<file path="src/rtl/muldiv_iterative.sv">
// -----------------------------------------------------------------------------
// muldiv_iterative
//   Iterative RV32M multiply/divide unit. Accepts one operation at a time,
//   computes one result bit per cycle (shift-add for MUL*, restoring
//   shift-subtract for DIV*/REM*), and produces a single register-file
//   write-back per operation. Divide-by-zero and signed overflow skip the
//   iteration and complete in the cycle after accept.
//
// Ports
//   clk          rising-edge clock
//   async_reset  synchronous active-high reset
//   start        issue operation (accepted only when idle)
//   funct3       000 MUL 001 MULH 010 MULHSU 011 MULHU
//                100 DIV 101 DIVU 110 REM  111 REMU
//   rs1_val      operand A / dividend
//   rs2_val      operand B / divisor
//   rd_addr_in   destination register
//   flush        abort any in-flight operation (wins over start)
//   busy         high from the cycle after accept through the result cycle
//   done         one-cycle pulse in the result cycle
//   wb_en        register-file write enable (done && wb_addr != 0)
//   wb_addr      latched destination register
//   wb_data      result, held until the next done
// -----------------------------------------------------------------------------
module muldiv_iterative #(
  parameter int bits           = 32,
  parameter int reg_addr_width = 5
) (
  input  logic                      clk,
  input  logic                      async_reset,
  input  logic                      start,
  input  logic [2:0]                funct3,
  input  logic [bits-1:0]           rs1_val,
  input  logic [bits-1:0]           rs2_val,
  input  logic [reg_addr_width-1:0] rd_addr_in,
  input  logic                      flush,
  output logic                      busy,
  output logic                      done,
  output logic                      wb_en,
  output logic [reg_addr_width-1:0] wb_addr,
  output logic [bits-1:0]           wb_data
);

  localparam int CW = $clog2(bits);

  localparam logic [2:0] OP_MUL    = 3'b000;
  localparam logic [2:0] OP_MULH   = 3'b001;
  localparam logic [2:0] OP_MULHSU = 3'b010;
  localparam logic [2:0] OP_DIV    = 3'b100;
  localparam logic [2:0] OP_REM    = 3'b110;

  localparam logic [bits-1:0] INT_MIN  = {1'b1, {(bits-1){1'b0}}};
  localparam logic [bits-1:0] ALL_ONES = '1;

  typedef enum logic [1:0] {IDLE, CALC, DONE} state_t;

  // Two's complement conditional negation on a result word.
  function automatic logic [bits-1:0] cond_neg_w(input logic [bits-1:0] v,
                                                 input logic            n);
    return n ? -v : v;
  endfunction

  // Two's complement conditional negation on the double-width product.
  function automatic logic [2*bits-1:0] cond_neg_2w(input logic [2*bits-1:0] v,
                                                    input logic              n);
    return n ? -v : v;
  endfunction

  // ---------------------------------------------------------------------------
  // State and next-state registers
  // ---------------------------------------------------------------------------
  state_t                    state_q, state_d;
  logic [CW-1:0]             cnt_q, cnt_d;
  logic [2:0]                op_q, op_d;
  logic [2*bits-1:0]         acc_q, acc_d;   // {hi, lo}: product or {rem, quotient}
  logic [bits-1:0]           b_q, b_d;       // |multiplicand| or |divisor|
  logic                      neg_q, neg_d;   // product / quotient sign
  logic                      rneg_q, rneg_d; // remainder sign (dividend sign)
  logic                      busy_q, busy_d;
  logic                      done_q, done_d;
  logic                      wb_en_q, wb_en_d;
  logic [reg_addr_width-1:0] wb_addr_q, wb_addr_d;
  logic [bits-1:0]           wb_data_q, wb_data_d;

  // Operand conditioning at accept
  logic            a_signed, b_signed, sa, sb, is_div;
  logic [bits-1:0] abs_a, abs_b;

  // One iteration step
  logic [bits-1:0]   hi, lo;
  logic [bits:0]     mul_sum;
  logic [bits:0]     r_sh, r_diff;
  logic              r_ge;
  logic [2*bits-1:0] acc_step;
  logic [2*bits-1:0] prod;
  logic [bits-1:0]   result;

  always_comb begin
    is_div   = funct3[2];
    // MUL's low word is sign-agnostic, so it runs on raw operands.
    a_signed = (funct3 == OP_MULH) || (funct3 == OP_MULHSU) ||
               (funct3 == OP_DIV)  || (funct3 == OP_REM);
    b_signed = (funct3 == OP_MULH) || (funct3 == OP_DIV) || (funct3 == OP_REM);
    sa       = a_signed & rs1_val[bits-1];
    sb       = b_signed & rs2_val[bits-1];
    abs_a    = cond_neg_w(rs1_val, sa);
    abs_b    = cond_neg_w(rs2_val, sb);
  end

  always_comb begin
    hi      = acc_q[2*bits-1:bits];
    lo      = acc_q[bits-1:0];
    // Shift-add: add multiplicand when the current multiplier LSB is set,
    // then shift the whole {carry, hi, lo} right by one.
    mul_sum = {1'b0, hi} + (lo[0] ? {1'b0, b_q} : '0);
    // Restoring divide: shift next dividend bit into the remainder and try
    // the subtraction; the borrow bit tells whether it fits.
    r_sh    = {hi, lo[bits-1]};
    r_diff  = r_sh - {1'b0, b_q};
    r_ge    = ~r_diff[bits];
    if (op_q[2])
      acc_step = {(r_ge ? r_diff[bits-1:0] : r_sh[bits-1:0]), lo[bits-2:0], r_ge};
    else
      acc_step = {mul_sum, lo[bits-1:1]};

    // Final sign fix-up and word select, applied to the last step's value so
    // the result is registered on entry to DONE.
    prod = cond_neg_2w(acc_step, neg_q);
    if (op_q[2]) begin
      if (op_q[1])
        result = cond_neg_w(acc_step[2*bits-1:bits], rneg_q);
      else
        result = cond_neg_w(acc_step[bits-1:0], neg_q);
    end else if (op_q == OP_MUL) begin
      result = prod[bits-1:0];
    end else begin
      result = prod[2*bits-1:bits];
    end
  end

  // ---------------------------------------------------------------------------
  // Next-state logic
  // ---------------------------------------------------------------------------
  always_comb begin
    state_d   = state_q;
    cnt_d     = cnt_q;
    op_d      = op_q;
    acc_d     = acc_q;
    b_d       = b_q;
    neg_d     = neg_q;
    rneg_d    = rneg_q;
    busy_d    = busy_q;
    done_d    = 1'b0;
    wb_en_d   = 1'b0;
    wb_addr_d = wb_addr_q;
    wb_data_d = wb_data_q;

    if (flush) begin
      state_d = IDLE;
      busy_d  = 1'b0;
    end else begin
      unique case (state_q)
        IDLE: begin
          if (start) begin
            op_d      = funct3;
            wb_addr_d = rd_addr_in;
            busy_d    = 1'b1;
            if (is_div && (rs2_val == '0)) begin
              state_d   = DONE;
              done_d    = 1'b1;
              wb_en_d   = (rd_addr_in != '0);
              wb_data_d = funct3[1] ? rs1_val : ALL_ONES;
            end else if (((funct3 == OP_DIV) || (funct3 == OP_REM)) &&
                         (rs1_val == INT_MIN) && (rs2_val == ALL_ONES)) begin
              state_d   = DONE;
              done_d    = 1'b1;
              wb_en_d   = (rd_addr_in != '0);
              wb_data_d = funct3[1] ? '0 : INT_MIN;
            end else begin
              // Both algorithms start with |A| in the low half and zero above.
              state_d = CALC;
              cnt_d   = CW'(bits - 1);
              acc_d   = {{bits{1'b0}}, abs_a};
              b_d     = abs_b;
              neg_d   = sa ^ sb;
              rneg_d  = sa;
            end
          end
        end
        CALC: begin
          acc_d = acc_step;
          cnt_d = cnt_q - 1'b1;
          if (cnt_q == '0) begin
            state_d   = DONE;
            done_d    = 1'b1;
            wb_en_d   = (wb_addr_q != '0);
            wb_data_d = result;
          end
        end
        DONE: begin
          state_d = IDLE;
          busy_d  = 1'b0;
        end
        default: begin
          state_d = IDLE;
          busy_d  = 1'b0;
        end
      endcase
    end
  end

  // ---------------------------------------------------------------------------
  // Registers
  // ---------------------------------------------------------------------------
  always_ff @(posedge clk) begin
    if (async_reset) begin
      state_q   <= IDLE;
      cnt_q     <= '0;
      op_q      <= '0;
      acc_q     <= '0;
      b_q       <= '0;
      neg_q     <= 1'b0;
      rneg_q    <= 1'b0;
      busy_q    <= 1'b0;
      done_q    <= 1'b0;
      wb_en_q   <= 1'b0;
      wb_addr_q <= '0;
      wb_data_q <= '0;
    end else begin
      state_q   <= state_d;
      cnt_q     <= cnt_d;
      op_q      <= op_d;
      acc_q     <= acc_d;
      b_q       <= b_d;
      neg_q     <= neg_d;
      rneg_q    <= rneg_d;
      busy_q    <= busy_d;
      done_q    <= done_d;
      wb_en_q   <= wb_en_d;
      wb_addr_q <= wb_addr_d;
      wb_data_q <= wb_data_d;
    end
  end

  assign busy    = busy_q;
  assign done    = done_q;
  assign wb_en   = wb_en_q;
  assign wb_addr = wb_addr_q;
  assign wb_data = wb_data_q;

endmodule

</file>
<file path="config.mk">
export PLATFORM = sky130hd
export DESIGN_NAME = muldiv_iterative
export DESIGN_NICKNAME = d
export VERILOG_FILES = /design/src/rtl/muldiv_iterative.sv
export SDC_FILE = /design/constraint.sdc
export NUM_CORES = 1
export LEC_CHECK = 0
export ABC_AREA = 1
export CAP_MARGIN = 20
export CORE_MARGIN = 4
export CORE_UTILIZATION = 30
export CTS_BUF_LIST = sky130_fd_sc_hd__clkbuf_16
export CTS_CLUSTER_DIAMETER = 40
export DETAILED_ROUTE_END_ITERATION = 6
export SYNTH_ARGS = -nofsm -noshare
export SYNTH_HDL_FRONTEND = slang
export SYNTH_SLANG_ARGS = --single-unit
export TNS_END_PERCENT = 5
</file>
<file path="constraint.sdc">
create_clock -name clk -period 3.5 [get_ports clk]
set_input_delay 0.875 -clock clk [delete_from_list [all_inputs] [get_ports clk]]
set_output_delay 0.875 -clock clk [all_outputs]
set_load 0.02 [all_outputs]
</file>
Word-level counts from Yosys, hierarchy flattened. Index checks and enable logic that the tools add are counted.

Bits in registers: 148. Input bits: 76. Logic and storage cells: 106.

Add/subtract/negate cells: 8. Eq/ne operators: 12. Mux-type cells: 43. Bitwise operators: 8. Reductions and logical operators: 23.

Operators with widths (count): 32-bit two-way mux (15); 64-bit two-way mux (5); 32-bit negation (4); 64-bit case mux with 2 select lines (1); 32-bit equality test (second input constant) (2); 64-bit negation (1); 32-bit case mux with 2 select lines (1); 32-bit by 32-bit adder with 33-bit output (1); 33-bit by 32-bit subtractor with 33-bit output (1); 32-bit logical NOT (1); 5-bit two-way mux (3); 5-bit AND reduction (3); 5-bit case mux with 2 select lines (1); 5-bit nonzero test (2); 1-bit two-way mux (9); 2-bit two-way mux (4); 2-bit inequality test (second input constant) (4); 3-bit equality test (second input constant) (2); 1-bit logical OR (6); 1-bit case mux with 2 select lines (3); 5-bit logical NOT (1); 1-bit inverter (5); 5-bit by 1-bit subtractor with 5-bit output (second input constant) (1); 2-bit case mux with 2 select lines (1); other kinds (13) (17).

Depth between registers and ports, before layout. Gate-level depths: netlist of run 1.

Depth after elaboration: 10. Depth in mapped cells: 34. Mapped depth without buffers: 34.

Worst setup path after synthesis of run 1. No wires, ideal clock.

Path kind: reg2reg. From: register acc_q[31]. To: register wb_data_q[18], in the netlist wb_data[18]. Arrival: 3679 ps. Slack: -298 ps. Cell stages (with the launch flop): 34. Path buffers: 0. Cells stage by stage: dfxtp_1 > inv_1 > ha_1 > inv_1 > fa_1 > nand2_1 > nand2_1 > nand3_2 > nand2_2 > nand2_2 > nand2_2 > nand2_4 > nand3_4 > nand3_4 > nand2_2 > inv_1 > ha_1 > nand3_1 > nor2_2 > nand3_2 > nor3_4 > nand3_2 > nor2_4 > nand3_2 > nor2_1 > nand3_2 > o21ai_2 > o21ai_0 > nand2_1 > nand3_1 > nand2_1 > nand2_1 > nand2_1 > a21oi_1.

Longest elaborated chain between the ends: 9.

RTL lines: start, declared (line 75) `logic [2*bits-1:0] acc_q, acc_d;`; start signal, assigned (line 220) `acc_q <= '0;`; start signal, assigned (line 233) `acc_q <= acc_d;`; 33-bit by 32-bit subtractor with 33-bit output (line 119) `r_diff = r_sh - {1'b0, b_q};`; 32-bit two-way mux / 1-bit inverter (equally long branches) (line 122, 120); 64-bit two-way mux (*) (line 121) `if (op_q[2])`; 64-bit negation / 32-bit negation (equally long branches) (line 66, 60); 64-bit two-way mux / 32-bit two-way mux (equally long branches) (line 66, 60); 32-bit two-way mux (on tied branches) (line 134, 130); 32-bit two-way mux (*) (line 129) `if (op_q[2]) begin`; 32-bit two-way mux (*) (line 193) `if (cnt_q == '0) begin`; 32-bit case mux with 2 select lines (*) (line 162) `unique case (state_q)`; end signal, assigned (line 241) `wb_data_q <= wb_data_d;`; end, declared (line 83) `logic [bits-1:0] wb_data_q, wb_data_d;`.

Every way passes the cells marked *; elsewhere a longest branch is shown, timed or not. The select of a mux whose other input is x is not followed. A chain may end at the register's enable or synchronous reset.

Worst setup path after layout of run 1.
From: register acc_q[31]. To: register wb_data_q[22], in the netlist wb_data[22].

Same word-level chain as after synthesis.

==> results of run 1 <==
-- logic make-up after synthesis --
group	Yosys count	synth area share
xor gates and xnor gates	98	0.0478
adders and majority gates	73	0.0517
DFF	148	0.165
and+or+nand+nor	1705	0.422
AOI/OAI and AO/OA	615	0.190
buffers and inverters	558	0.123
-- cell usage after synthesis (all sizes together), types with 11 or more instances --
cell type     n
a211oi       19
xnor2        28
xor2         70
nor2        305
nor4         20
inv         432
clkbuf       79
a21oi       291
ha           71
a31oi        11
o21ai       248
nor3         33
nand3       234
nand4        40
buf          40
or2          24
dfxtp       148
nand3b       15
nand2      1027
o21bai       11
-- cell type report --
class,count,area (um2)
Tap cell,773,967
Fill cell,6313,34100
Clock buffer,17,425
Sequential cell,148,2970
Timing Repair Buffer,698,5730
Clock inverter,15,91.3
Inverter,439,1650
Multi-Input combinational cell,2491,13200
-- metrics by stage --
step	std cells	worst slack (ps)	total power (W)	util
floorplan	3197	-280	0.00360	-
global route	4581	-672	0.00721	0.424
CTS	4575	-334	0.00678	0.419
finish	4581	-400	0.00683	0.424
global placement	4538	-717	0.00495	0.407
detailed placement	4538	-737	0.00496	0.407
-- how the worst max path moves through the flow --
stage	from	end	slack, ps	cells after the start
after floorplan	acc_q[31]	wb_data[14]	-280	31
after global placement	rs1_val[1]	cnt_q[3]	-720	20
after detailed placement	rs1_val[1]	cnt_q[3]	-740	20
after CTS	acc_q[31]	wb_data[14]	-330	32
after global routing	acc_q[31]	wb_data[20]	-670	35
final	acc_q[31]	wb_data[22]	-400	31
-- power groups by stage --
stage / sequential (W) / clock (W) / combinational, W
floorplan: 0.00187 / 0 / 0.00173
global placement: 0.00187 / 0 / 0.00309
detailed placement: 0.00187 / 0 / 0.00309
CTS: 0.00183 / 0.00180 / 0.00315
global route: 0.00184 / 0.00185 / 0.00352
finish: 0.00183 / 0.00176 / 0.00324
-- registers in the layout, indices dropped and copies added (netlist names) --
name and flops:
acc_q 64, neg_q 1, wb_data 32, wb_addr 5, busy 1, state_q 2
b_q 32, cnt_q 5, done 1, wb_en 1, op_q 3, rneg_q 1
-- worst max-delay path: cells and delay by family (launching register included) --
family                     cells  cell delay, ps
adders and majority gates      3             600
AOI/OAI and AO/OA              2             310
DFF                            1             320
and+or+nand+nor               19            1670
xor gates and xnor gates       1             350
buffers and inverters          6             560
-- layer usage --
metal  global-route usage  routed length (um)
met4               0.0875                2850
met1                0.344               36800
met3               0.0347                5110
met2                0.392               35400
met5                    0                   0
-- repair_timing --
| action | CTS | global route |
|---|---|---|
| setup buffers | 5 | 6 |
| pin swaps | 19 | 12 |
| setup endpoints to repair | 118 | 84 |
| gates resized for setup | 40 | 49 |
| hold endpoints to repair | 0 | 0 |
==> results by group, run 1 <==
Setup path
  • Crit. End Element: register
  • Max stage delay cell, worst path: xor2_1
  • Worst r2r dst: wb_data[22]
  • CP Max Fanout: 4
  • Crit Path Category: register to register
  • Critical Path Source Type: register
  • Critical Path AT: 4290 ps
  • Crit path top cell by count: nand2_2
  • Worst path max stage delay: ~350 ps
  • R2r startpoint: acc_q[31]
  • Register-to-register path setup slack: -400 ps
  • CP Data Required Time: about 4000 ps
  • Cell count of the worst reg-to-reg path: 31

Clock network
  • CTS tree: built
  • Clock buffer depth: 2
  • Clk sink count: around 150
  • # H-tree levels: 4
  • CTS root buffer: clkbuf_16
  • Cts bufs inserted: 17
  • Post-CTS Hold Fix Bufs: 0
  • Clock transition at path regs: 80 ps
  • Worst-skew pair later-pin latency: 500 ps

Final layout
  • Layout cells sized above 1: 0.235
  • Fin area: ~25,000 um2
  • Antenna Diode Count: 0
  • Final #Nets: 3,944
  • Commonest cells after routing, fill and taps aside: nand2_1 (933), buf_4 (564), inv_1 (401), nor2_1 (263), a21oi_1 (261)
  • Synth-to-layout area growth: 39.4%
  • Commonest non-fill, non-tap cell in the layout: nand2_1

Timing
  • Max-slew headroom: 0.465
  • Fin crit share: 1.11
  • Clock skew: approximately 20 ps
  • RSZ-0062 raised after global routing: true
  • Fin Setup TNS: -7240 ps
  • Tmin final: a little under 4000 ps
  • Fin. max-slew vios: 0
  • Slew @ Worst Pin: ~790 ps
  • Setup ws final: -400 ps
  • Final Hold Fails: 0
  • Final Setup Violations: 30
  • Fmax: 256 MHz
  • Hold WS: approximately 470 ps

Power
  • Leakage dissipation: about 13 nW
  • Peak supply drop: around 0.40 mV
  • Clock power share: 0.258
  • Combinational power share: 0.474
  • Sw frac: 0.422
  • Seq pwr share: 0.268
  • Net switching power: a little under 0.003 W
  • Int Pwr: 0.00394 W
  • Power per cell area: 273 nW/um2

Global routing
  • First-pass GRT wire length: ~120,000 um
  • Largest net degree at the start of global routing: 90
  • Total grt overflow: 0
  • GRT Util Overall: 0.247
  • Initial antenna violation count: 0
  • Vias in the first global route: ~21,000

Run
  • Max-Cap Viols: 0

Logic synthesis
  • Syn_area_per_cell: 5.62 um2
  • Synth Instances: around 3,200
  • Synthesized flop and latch total: 148
  • Top cells by area, synth: nand2_1 (20%), dfxtp_1 (16%), inv_1 (8.5%)
  • Yosys warnings: 0
  • Unique masters post-synth: 62
  • Net count after synthesis: 3,346
  • Largest area contributor in the netlist: nand2_1
  • Post-synth top area share: 0.200
  • Ys async rst share: 0
  • EDFF count, synth: 0
  • Top FF cell, synth: dfxtp_1
  • Post-Syn Area: 18,000 um2
  • Register area share after synthesis: 0.165

Placed design
  • Hpwl dp: around 65,000 um
  • PortBufs: around 120
  • DP Area: 24,100 um2
  • RD Place Congestion: 1.02

Die
  • Die W: ~250 um
  • Area of the die: 63,900 um2
  • Die Height: ~250 um
  • Rows: 89
  • Io pins: approximately 120
  • Core area: slightly below 60,000 um2
  • Initial Util: 0.304

Drt
  • Vias: 22,809
  • DRC: 0
  • Vias per cell: 4.98
  • Detail Route Antenna Nets: 0
  • Average wire per standard cell: approximately 17 um
  • WL final: between 80,000 and 90,000 um
  • Initial DRC Count: ~2,000
  • First-pass iteration count of the detailed router: 7

Min path
  • Worst Min Path Start: acc_q[28]
  • Hold Path End: acc_q[28]
  • Min-Delay Path Class: register to register
  • Hold Path Depth: 2

Run status
  • Failing checks: setup timing
  • Status: complete, but fails checks
Note: power is estimated with default switching activity, not from simulation.
==> run 2, diff against run 1 <==
--- a/config.mk
+++ b/config.mk
@@ -5,7 +5,6 @@
 export SDC_FILE = /design/constraint.sdc
 export NUM_CORES = 1
 export LEC_CHECK = 0
-export ABC_AREA = 1
 export CAP_MARGIN = 20
 export CORE_MARGIN = 4
 export CORE_UTILIZATION = 30
==> run 2 against run 1 <==
Against the previous run: the flow still finishes with violations (setup timing); sequential share of layout area is 0.072 points higher; design area is 0.44% lower; critical path depth is 11 lower; worst setup slack worse by 790 ps; final cell count is 19% lower; power is 4.3% lower; combinational power is 12% lower; register-to-register slack worse by 790 ps; critical path type unchanged; highest routed layer is now met5.
==> results by group, run 2 <==
Drt
  • WL final: 80,800 um
  • DRC: 0
  • Detail Route Antenna Nets: 0
  • Vias: roughly 21,000
  • Initial DRC Count: roughly 2,000
  • Vias per cell: between 5 and 6
  • First-pass iteration count of the detailed router: 6
  • Average wire per standard cell: ~22 um

Run
  • Max-Cap Viols: 0

Clock network
  • # H-tree levels: 4
  • CTS root buffer: clkbuf_16
  • Clock buffer depth: 2
  • CTS tree: built
  • Clk sink count: between 100 and 150
  • Cts bufs inserted: 17
  • Worst-skew pair later-pin latency: ~500 ps
  • Clock transition at path regs: 70 ps

Timing
  • Fin Setup TNS: -33,740 ps
  • Fin. max-slew vios: 0
  • Setup ws final: -1190 ps
  • Fin crit share: 1.34
  • Final Setup Violations: 52
  • Final Hold Fails: 0
  • Fmax: approximately 210 MHz
  • Hold WS: just under 500 ps
  • Max-slew headroom: 0.292
  • Clock skew: around 20 ps
  • Slew @ Worst Pin: ~1100 ps
  • RSZ-0062 raised after global routing: true
  • Tmin final: 4690 ps

Logic synthesis
  • Synth Instances: roughly 2,300
  • Unique masters post-synth: a little over 100
  • Count leader, synth: nor2_1
  • Largest area contributor in the netlist: dfxtp_1
  • Register area share after synthesis: 0.184
  • Top FF cell, synth: dfxtp_1
  • Top cells by area, synth: dfxtp_1 (18%), nor2_1 (7.0%), a21oi_1 (6.1%)
  • Net count after synthesis: approximately 2,400
  • Ys async rst share: 0
  • EDFF count, synth: 0
  • Syn_area_per_cell: between 7 and 8 um2
  • Post-Syn Area: approximately 16,000 um2
  • Synthesized flop and latch total: around 150
  • Yosys warnings: 0
  • Commonest cells in the synthesized netlist: nor2_1 (302), a21oi_1 (195), nand2_1 (182)
  • Post-synth top area share: 0.184

Final layout
  • Antenna Diode Count: 0
  • Commonest non-fill, non-tap cell in the layout: buf_4
  • Synth-to-layout area growth: 55.0%
  • Layout cells sized above 1: 0.328
  • Reg with most FFs: acc_q
  • Fillers: about 5,300
  • Final Core Density: 0.472
  • Commonest cells after routing, fill and taps aside: buf_4 (712), nor2_1 (292), a21oi_1 (181), nand2_1 (176), dfxtp_1 (140)
  • Final #Nets: between 3,000 and 4,000
  • Max FFs per register: between 60 and 70

Setup path
  • CP cell instances: inv_1, ha_4, and2_4, a221o_1, a211o_1, a221o_1, nor3_4, nor3_4, a21oi_2, ha_2, o21ai_2, nor3_4, nand4_1, or3_4, nand4b_1, o41ai_2, xor2_1, nor2_1, o311ai_2, a21oi_1
  • Crit path top cell by count: nor3_4
  • CP Max Fanout: 3
  • Worst path max stage delay: about 410 ps
  • Critical Path Source Type: register
  • Crit. End Element: register
  • Crit Path Category: register to register
  • Max stage delay cell, worst path: or3_4
  • CP Data Required Time: slightly below 4000 ps
  • Critical Path AT: 5060 ps

Global routing
  • Vias in the first global route: about 20,000
  • GRT met2 Usage: 0.434
  • GR Layer Usage met1: 0.358
  • Total grt overflow: 0
  • GRT Util Overall: 0.271
  • Gr busiest metal: met2
  • Largest net degree at the start of global routing: 73
  • Met3 Usage GRT: 0.0470
  • Initial antenna violation count: 1
  • First-pass GRT wire length: 122,000 um

Die
  • Die Height: approximately 240 um
  • Core area: approximately 53,000 um2
  • Die W: ~240 um
  • Area of the die: around 57,000 um2
  • Initial Util: 0.304
  • Io pins: 116
  • Rows: 84

Run status
  • Status: complete, but fails checks
  • Failing checks: setup timing

Power
  • Sw frac: 0.391
  • Combinational power share: 0.436
  • Power per cell area: about 260 nW/um2
  • Leakage dissipation: about 10 nW
  • Int Pwr: about 0.004 W
  • Peak supply drop: slightly below 0.4 mV
  • Seq pwr share: 0.282
  • Clock power share: 0.282
  • Net switching power: 0.00256 W

Placed design
  • Pre-CTS setup slack: -1850 ps
  • Hpwl dp: between 60,000 and 70,000 um
  • RD Place Congestion: approximately 1.0
  • PortBufs: around 120

Min path
  • Min-Delay Path Class: register to register
==> run 2: power groups by stage <==
stage,clock network (W),logic (W),registers [W]
finish,0.00184,0.00285,0.00185
global route,0.00190,0.00304,0.00185
CTS,0.00184,0.00273,0.00184
detailed placement,0,0.00258,0.00188
global placement,0,0.00256,0.00188
floorplan,0,0.00126,0.00187
==> run 2: area by class of cell <==
| type | count | area [um2] | share of cell area |
|---|---|---|---|
| Clock inverter | 15 | 108 | 0.00432 |
| Tap cell | 688 | 861 | 0.0345 |
| Clock buffer | 17 | 425 | 0.0171 |
| Timing Repair Buffer | 867 | 7100 | 0.285 |
| Sequential cell | 148 | 2980 | 0.119 |
| Multi-Input combinational cell | 1904 | 13200 | 0.529 |
| Inverter | 74 | 278 | 0.0111 |
==> run 2: cells by family (layout without fill, tap and decap cells) <==
family	count (synthesis)	in the layout	synth area share
xor+xnor	175	175	0.0953
compound gates	759	759	0.320
fa+ha+maj	73	73	0.0577
simple gates	850	850	0.258
mux	47	47	0.0301
flops	148	148	0.184
buf+inv	220	973	0.0549
==> run 2: metal layers <==
layer  vias up  part of all wire
met5         -           0.00012
met4         2             0.051
met3       225             0.073
met2       940              0.45
met1     10280              0.43
li1       9882                 -
==> run 2: path summary, 6_finish.rpt <==
path | endpoint | cells past startpoint | startpoint | slack, ps
setup / recovery | wb_data[18] | 20 | b_q[27] | -1190
hold / removal | wb_data[5] | 2 | wb_data[5] | 480
hold reg to reg | wb_data[5] | 2 | wb_data[5] | 480
setup reg to reg | wb_data[18] | 20 | b_q[27] | -1190
==> run 2: timing repair <==
action / CTS / global route
hold buffers: 0 / 0
pin swaps: 56 / 32
setup buffers: 25 / 9
resized for setup: 139 / 80
endpoints found under the setup margin: 137 / 103
cloned: 0 / 0
==> run 2: per-stage QoR <==
step | power (W) | cell area, um2 | instances
6_report | 0.00654 | 24900 | 3713
3_3_place_gp | 0.00443 | 23200 | 3651
5_1_grt | 0.00679 | 24900 | 3713
2_1_floorplan | 0.00313 | 16100 | 2272
4_1_cts | 0.00642 | 24500 | 3704
3_5_place_dp | 0.00446 | 23200 | 3651
==> run 2: critical path, delay by kind of cell (launching register included) <==
kind | cells | cell delay [ps]
compound gates | 8 | 1980
xor+xnor | 1 | 220
fa+ha+maj | 2 | 430
buf+inv | 1 | 90
flops | 1 | 320
simple gates | 8 | 1530
